[src/rtl/mc_ctrl_trap.sv]
// Multi-cycle MIPS control FSM with bounded memory waits, bus timeout,
// precise traps (illegal opcode, overflow, interrupt) through a single TRAP state.
module mc_ctrl_trap #(
  parameter int unsigned MEM_TIMEOUT = 16,
  parameter bit          TRAP_OVF    = 1'b1,
  parameter bit          INT_EN      = 1'b1
) (
  input  logic        clk,
  input  logic        reset,
  input  logic [31:0] Inst_in,
  input  logic        zero,
  input  logic        overflow,
  input  logic        MIO_ready,
  input  logic        int_req,
  output logic        int_ack,
  output logic [1:0]  cause,
  output logic        EPCWrite,
  output logic [4:0]  state_out,
  output logic        MemRead,
  output logic        MemWrite,
  output logic        IRWrite,
  output logic        IorD,
  output logic        CPU_MIO,
  output logic        RegWrite,
  output logic        ALUSrcA,
  output logic        PCWrite,
  output logic        PCWriteCond,
  output logic        Branch,
  output logic [1:0]  RegDst,
  output logic [1:0]  MemtoReg,
  output logic [1:0]  ALUSrcB,
  output logic [1:0]  PCSource,
  output logic [2:0]  ALU_operation
);

  typedef enum logic [4:0] {
    S_IF = 5'd0, S_ID = 5'd1, S_MEM_EX = 5'd2, S_MEM_RD = 5'd3, S_LW_WB = 5'd4,
    S_MEM_W = 5'd5, S_R_EXC = 5'd6, S_R_WB = 5'd7, S_BEQ = 5'd8, S_J = 5'd9,
    S_I_EXC = 5'd10, S_I_WB = 5'd11, S_LUI = 5'd12, S_BNE = 5'd13, S_JR = 5'd14,
    S_JAL = 5'd15, S_JALR = 5'd16, S_TRAP = 5'd17
  } state_t;

  localparam int unsigned CW = (MEM_TIMEOUT > 1) ? $clog2(MEM_TIMEOUT) : 1;
  localparam logic [CW-1:0] WAIT_LAST = CW'(MEM_TIMEOUT - 1);

  localparam logic [5:0] OP_R = 6'b000000, OP_LW = 6'b100011, OP_SW = 6'b101011,
    OP_ADDI = 6'b001000, OP_ANDI = 6'b001100, OP_ORI = 6'b001101, OP_XORI = 6'b001110,
    OP_SLTI = 6'b001010, OP_LUI = 6'b001111, OP_BEQ = 6'b000100, OP_BNE = 6'b000101,
    OP_J = 6'b000010, OP_JAL = 6'b000011;
  localparam logic [5:0] F_ADD = 6'b100000, F_SUB = 6'b100010, F_AND = 6'b100100,
    F_OR = 6'b100101, F_NOR = 6'b100111, F_SLT = 6'b101010, F_SRL = 6'b000010,
    F_XOR = 6'b100110, F_JR = 6'b001000, F_JALR = 6'b001001;
  localparam logic [2:0] A_AND = 3'b000, A_OR = 3'b001, A_ADD = 3'b010, A_XOR = 3'b011,
    A_NOR = 3'b100, A_SRL = 3'b101, A_SUB = 3'b110, A_SLT = 3'b111;

  state_t          state_q, state_d;
  logic [1:0]      cause_q, cause_d;
  logic [CW-1:0]   wait_cnt_q, wait_cnt_d;
  logic            if_entry_q, if_entry_d;
  logic [5:0]      op, funct;
  logic            mem_state, timeout, int_take, fetch_go;
  logic [1:0]      aluop;
  logic            unused_ok;

  assign op        = Inst_in[31:26];
  assign funct     = Inst_in[5:0];
  assign unused_ok = ^{zero, Inst_in[25:6]};

  // Next-state, trap cause and wait-counter selection
  always_comb begin
    state_d   = state_q;
    cause_d   = cause_q;
    mem_state = (state_q == S_IF) || (state_q == S_MEM_RD) || (state_q == S_MEM_W);
    timeout   = (MEM_TIMEOUT != 0) && mem_state && !MIO_ready && (wait_cnt_q == WAIT_LAST);
    int_take  = INT_EN && (state_q == S_IF) && if_entry_q && int_req;
    case (state_q)
      S_IF: begin
        if (int_take) begin
          state_d = S_TRAP; cause_d = 2'd0;
        end else if (MIO_ready) begin
          state_d = S_ID;
        end else if (timeout) begin
          state_d = S_TRAP; cause_d = 2'd3;
        end
      end
      S_ID: begin
        case (op)
          OP_R:    state_d = (funct == F_JR) ? S_JR : (funct == F_JALR) ? S_JALR : S_R_EXC;
          OP_LW, OP_SW: state_d = S_MEM_EX;
          OP_ADDI, OP_ANDI, OP_ORI, OP_XORI, OP_SLTI: state_d = S_I_EXC;
          OP_LUI:  state_d = S_LUI;
          OP_BEQ:  state_d = S_BEQ;
          OP_BNE:  state_d = S_BNE;
          OP_J:    state_d = S_J;
          OP_JAL:  state_d = S_JAL;
          default: begin
            state_d = S_TRAP; cause_d = 2'd1;
          end
        endcase
      end
      S_MEM_EX: state_d = Inst_in[29] ? S_MEM_W : S_MEM_RD;
      S_MEM_RD, S_MEM_W: begin
        if (MIO_ready) begin
          state_d = (state_q == S_MEM_RD) ? S_LW_WB : S_IF;
        end else if (timeout) begin
          state_d = S_TRAP; cause_d = 2'd3;
        end
      end
      S_R_EXC: begin
        if (TRAP_OVF && overflow && (funct == F_ADD || funct == F_SUB)) begin
          state_d = S_TRAP; cause_d = 2'd2;
        end else begin
          state_d = S_R_WB;
        end
      end
      S_I_EXC: begin
        if (TRAP_OVF && overflow && op == OP_ADDI) begin
          state_d = S_TRAP; cause_d = 2'd2;
        end else begin
          state_d = S_I_WB;
        end
      end
      S_LW_WB, S_R_WB, S_I_WB, S_LUI, S_BEQ, S_BNE, S_J, S_JAL, S_JR, S_JALR, S_TRAP:
        state_d = S_IF;
      default: begin
        state_d = S_TRAP; cause_d = 2'd1;
      end
    endcase
    // Counter runs only while a memory state is held; any state change clears it
    wait_cnt_d = (mem_state && state_d == state_q) ? wait_cnt_q + 1'b1 : '0;
    if_entry_d = (state_d == S_IF) && (state_q != S_IF);
  end

  // State, cause, wait counter and IF-entry flag registers
  always_ff @(posedge clk or posedge reset) begin
    if (reset) begin
      state_q    <= S_IF;
      cause_q    <= 2'd0;
      wait_cnt_q <= '0;
      if_entry_q <= 1'b0;
    end else begin
      state_q    <= state_d;
      cause_q    <= cause_d;
      wait_cnt_q <= wait_cnt_d;
      if_entry_q <= if_entry_d;
    end
  end

  // Fetch commits only on a completed access that is not pre-empted by interrupt or reset
  assign fetch_go  = MIO_ready && !int_take && !reset;
  assign state_out = state_q;
  assign cause     = cause_q;

  // Datapath control decode from the current state
  always_comb begin
    MemRead = 1'b0; MemWrite = 1'b0; IRWrite = 1'b0; IorD = 1'b0; CPU_MIO = 1'b0;
    RegWrite = 1'b0; ALUSrcA = 1'b0; PCWrite = 1'b0; PCWriteCond = 1'b0; Branch = 1'b0;
    RegDst = 2'b00; MemtoReg = 2'b00; ALUSrcB = 2'b00; PCSource = 2'b00;
    EPCWrite = 1'b0; int_ack = 1'b0; aluop = 2'b00;
    case (state_q)
      S_IF: begin
        MemRead = 1'b1; CPU_MIO = 1'b1; ALUSrcB = 2'b01;
        PCWrite = fetch_go; IRWrite = fetch_go;
      end
      S_ID:     ALUSrcB = 2'b11;
      S_MEM_EX: begin ALUSrcA = 1'b1; ALUSrcB = 2'b10; end
      S_MEM_RD: begin MemRead = 1'b1; IorD = 1'b1; CPU_MIO = 1'b1; end
      S_LW_WB:  begin RegWrite = 1'b1; MemtoReg = 2'b01; end
      S_MEM_W:  begin MemWrite = 1'b1; IorD = 1'b1; CPU_MIO = 1'b1; end
      S_R_EXC:  begin ALUSrcA = 1'b1; aluop = 2'b10; end
      S_R_WB:   begin RegWrite = 1'b1; RegDst = 2'b01; ALUSrcA = 1'b1; aluop = 2'b10; end
      S_BEQ:    begin ALUSrcA = 1'b1; aluop = 2'b01; PCWriteCond = 1'b1; Branch = 1'b1; PCSource = 2'b01; end
      S_BNE:    begin ALUSrcA = 1'b1; aluop = 2'b01; PCWriteCond = 1'b1; PCSource = 2'b01; end
      S_J:      begin PCWrite = 1'b1; PCSource = 2'b10; end
      S_I_EXC:  begin ALUSrcA = 1'b1; ALUSrcB = 2'b10; aluop = 2'b11; end
      S_I_WB:   begin RegWrite = 1'b1; ALUSrcA = 1'b1; ALUSrcB = 2'b10; aluop = 2'b11; end
      S_LUI:    begin RegWrite = 1'b1; MemtoReg = 2'b10; end
      // jr/jalr encode rt=$0, so A + B passes rs straight to the PC
      S_JR:     begin ALUSrcA = 1'b1; PCWrite = 1'b1; end
      S_JALR:   begin ALUSrcA = 1'b1; PCWrite = 1'b1; RegWrite = 1'b1; RegDst = 2'b01; MemtoReg = 2'b11; end
      S_JAL:    begin PCWrite = 1'b1; PCSource = 2'b10; RegWrite = 1'b1; RegDst = 2'b10; MemtoReg = 2'b11; end
      S_TRAP: begin
        EPCWrite = 1'b1; PCWrite = 1'b1; PCSource = 2'b11;
        int_ack  = INT_EN && (cause_q == 2'd0);
      end
      default: ;
    endcase
  end

  // ALU operation from ALUop, funct and opcode
  always_comb begin
    ALU_operation = A_ADD;
    case (aluop)
      2'b01: ALU_operation = A_SUB;
      2'b10: begin
        case (funct)
          F_SUB: ALU_operation = A_SUB;
          F_AND: ALU_operation = A_AND;
          F_OR:  ALU_operation = A_OR;
          F_NOR: ALU_operation = A_NOR;
          F_SLT: ALU_operation = A_SLT;
          F_SRL: ALU_operation = A_SRL;
          F_XOR: ALU_operation = A_XOR;
          default: ALU_operation = A_ADD;
        endcase
      end
      2'b11: begin
        case (op)
          OP_ANDI: ALU_operation = A_AND;
          OP_ORI:  ALU_operation = A_OR;
          OP_XORI: ALU_operation = A_XOR;
          OP_SLTI: ALU_operation = A_SLT;
          default: ALU_operation = A_ADD;
        endcase
      end
      default: ALU_operation = A_ADD;
    endcase
  end

endmodule

[config.mk]
export PLATFORM = sky130hd
export DESIGN_NAME = mc_ctrl_trap
export DESIGN_NICKNAME = d
export VERILOG_FILES = /design/src/rtl/mc_ctrl_trap.sv
export SDC_FILE = /design/constraint.sdc
export NUM_CORES = 1
export LEC_CHECK = 0
export CAP_MARGIN = 5
export CORE_ASPECT_RATIO = 0.9
export CORE_MARGIN = 3
export CORE_UTILIZATION = 47
export DETAILED_ROUTE_END_ITERATION = 16
export PLACE_DENSITY_LB_ADDON = 0.08
export SLEW_MARGIN = 20
export SYNTH_ARGS = -nofsm -noshare
export SYNTH_HDL_FRONTEND = slang
export SYNTH_SLANG_ARGS = --single-unit
[constraint.sdc]
create_clock -name clk -period 4.4 [get_ports clk]
set_input_delay 1.32 -clock clk [delete_from_list [all_inputs] [get_ports clk]]
set_output_delay 1.32 -clock clk [all_outputs]
set_load 0.005 [all_outputs]
==> impl_metrics.json <==
{
  "status": "finished, final reports clean",
  "tightest_slew_ns": 0.653,
  "layout-drive-gt1-share_pct": 15.5,
  "fin_ws_ns": 0.118,
  "skew_ns": 0.00310,
  "yosys_warnings": 0,
  "drc": 0,
  "syn_inst": 229,
  "startpoint_type": "primary input",
  "p_per_area_nw_per_um2": 397,
  "clk_path_buf_depth": 2,
  "r2r_end": "wait_cnt_q[1]$_DFF_PP0_",
  "slew_headroom_pct": 56.5,
  "cts_tree": "yes",
  "die-area_um2": 4270,
  "holdWs_ns": 0.479,
  "pre_cts_slack_ns": -0.0418,
  "portBuffers": 46,
  "multi_input_area_um2": 1220,
  "grt_setup_unrepaired": "false",
  "seqCellArea_um2": 300,
  "cp.arrival_ns": 2.96,
  "cts_buffers": 3,
  "r2r-start": "state_out[3]$_DFF_PP0_",
  "gp_congestion": 0.827,
  "wl_um": 4780,
  "fill_cells": 287,
  "fmax_mhz": 234,
  "clock_sinks": 12,
  "worstPathRequired_ns": 3.08,
  "final_common_cell": "clkdlybuf4s50_1",
  "r2r_cells": 7,
  "syn_nets": 268,
  "critical_path.max_stage_delay_ns": 0.48,
  "vdd_drop_max_uv": 282,
  "hold_class": "flop to flop",
  "crit_path_start": "Inst_in[0]",
  "crit_type": "primary input to output port",
  "worstPathMaxFanout": 4,
  "root_buffer": "clkbuf_8",
  "final.setup.tns_ns": 0,
  "crit_chain": "clkdlybuf4s50_1 -> buf_4 -> nor2b_2 -> buf_4 -> nor2_1 -> a21oi_1 -> o32a_1 -> clkdlybuf4s50_1",
  "clock_latency_ns": 0.23,
  "ys_seq_elements": 12,
  "ant_nets": 0,
  "crit_slowest_cell": "clkdlybuf4s50_1",
  "drtIter0Drc": 242,
  "grt_pass1_wl_um": 8250,
  "yosysSeqAreaShare_pct": 18.1,
  "antenna_found_initial": 0,
  "overflow": 0,
  "dp_hpwl_um": 3840,
  "r2r_slack_ns": 1.98,
  "cts_setup_buffers": 0,
  "cts-htree-levels": 1,
  "synth-async-reset-ratio_pct": 100,
  "synth-main-ff-cell": "dfrtp_1",
  "syn_to_final_growth_pct": 37.1,
  "io_pins": 68,
  "synth.cell_area_um2": 1660,
  "grt_max_degree": 27,
  "drv_slew": 0,
  "track_usage_pct": 23.8,
  "initial_utilization_pct": 51.6,
  "wl_per_cell_um": 14.7,
  "clk_pin_slew_ns": 0.05,
  "layout_common_cells": "clkdlybuf4s50_1 (43), buf_4 (21), nor2_1 (20), nand2_1 (19), nor3_1 (14)",
  "cp_num_cells": 8,
  "cp_num_buf_inv": 4,
  "maxCapViolations": 0,
  "grt_pass1_vias": 1772,
  "crit_path_end_kind": "output port",
  "nets": 324,
  "vias_per_cell": 5.93,
  "antennaDiodeCount": 0,
  "crit_family": "buffers and inverters",
  "dr.pass1.iters": 5,
  "fp.coreArea_um2": 3210,
  "synthesis.area_per_instance_um2": 7.23,
  "rows": 19,
  "synth_cell_types": 65,
  "endpoint": "ALU_operation[1]",
  "p_leak_nw": 0.919,
  "period_needed_ns": 4.28,
  "finalCritPeriodShare_pct": 97.3,
  "synth_edf_count": 0,
  "die_x_um": 68.6,
  "die_h_um": 62.3,
  "hold_viol": 0,
  "setup-violations-final": 0,
  "via_count": 1928
}
## worst min-delay path by stage
stage / startpoint / endpoint / slack, ns / cells past startpoint
2_1_floorplan: wait_cnt_q[0]$_DFF_PP0_ / wait_cnt_q[0]$_DFF_PP0_ / 0.44 / 1
3_3_place_gp: wait_cnt_q[0]$_DFF_PP0_ / wait_cnt_q[0]$_DFF_PP0_ / 0.47 / 1
3_5_place_dp: wait_cnt_q[0]$_DFF_PP0_ / wait_cnt_q[0]$_DFF_PP0_ / 0.47 / 1
4_1_cts: wait_cnt_q[0]$_DFF_PP0_ / wait_cnt_q[0]$_DFF_PP0_ / 0.47 / 1
5_1_grt: wait_cnt_q[0]$_DFF_PP0_ / wait_cnt_q[0]$_DFF_PP0_ / 0.50 / 1
6_report: wait_cnt_q[0]$_DFF_PP0_ / wait_cnt_q[0]$_DFF_PP0_ / 0.48 / 1
## per-stage QoR
step	cell area (um^2)	instances	total power [mW]	utilization (%)
global placement	2230	322	0.789	69.5
finish	2270	325	0.900	70.7
CTS	2270	325	0.898	70.6
detailed placement	2230	322	0.801	69.5
global route	2270	325	0.979	70.7
floorplan	1660	229	0.550	-
## routing by layer
metal  routed length (um)  share of wire (%)  vias to the layer above  global-route usage [%]
met4                   47               0.98                        0                    3.47
li1                     -                  -                      948                       -
met3                  268                5.6                        6                    3.06
met5                    0                  0                        -                       0
met2                 2290                 48                       76                    36.4
met1                 2180                 46                      898                    35.9
## cells by family after synthesis
family          Yosys count  synth area share, %
compound gates           61                 26.5
fa+ha+maj                 1                0.756
flops                    12                 18.1
simple gates            117                 39.0
buf+inv                  27                 8.31
mux                       2                 2.04
xor+xnor                  9                 5.22
## layout make-up
class	count	share of cell area, %
clock buffers	3	1.82
inverters	11	1.82
multi-input cells	190	53.7
flip-flops and latches	12	13.2
well taps	42	2.32
repair buffers	67	27.1
## worst reg2reg max path, stage by stage (launching register included)
cell	delay, ns
dfrtp_1	0.59
buf_4	0.26
or3_1	0.14
a2bb2oi_2	0.33
nor2_2	0.11
a221o_2	0.43
mux2i_4	0.22
nor3b_1	0.24
## synth_stat cells (all sizes together), types with 4 or more instances
library cell,n,share of area [%]
nor2,22,5.3
nand2,19,4.3
nor3,16,5.8
a21oi,13,3.9
buf,13,5.1
dfrtp,12,18
inv,11,2.5
o21ai,11,3.3
nand3,9,2.7
nand2b,8,3.0
nor2b,8,3.0
and3,6,2.3
or2,6,2.3
nor4,5,1.9
xnor2,5,2.6
o21a,4,1.8
o22ai,4,1.5
or3,4,1.8
xor2,4,2.6
## power breakdown
group	leakage [nW]	total (mW)	internal, mW	switching [mW]
logic	0.740	0.618	0.311	0.307
registers	0.158	0.186	0.133	0.0531
clock network	0.0216	0.0957	0.0600	0.0357
total	0.919	0.900	0.504	0.396
## flip-flops by register name, summed over array words and instances, names as in the netlist
| signal | count |
|---|---|
| cause | 2 |
| if_entry_q | 1 |
| wait_cnt_q | 4 |
| state_out | 5 |
## timing repair
action / in CTS / in global routing
setup endpoints to repair: 2 / 1
gates resized for setup: 3 / 1
pin swaps: 0 / 0
endpoints found under the hold margin: 0 / 0
hold buffers: 0 / 0
gates cloned: 0 / 0
Note: power is estimated with default switching activity, not from simulation.
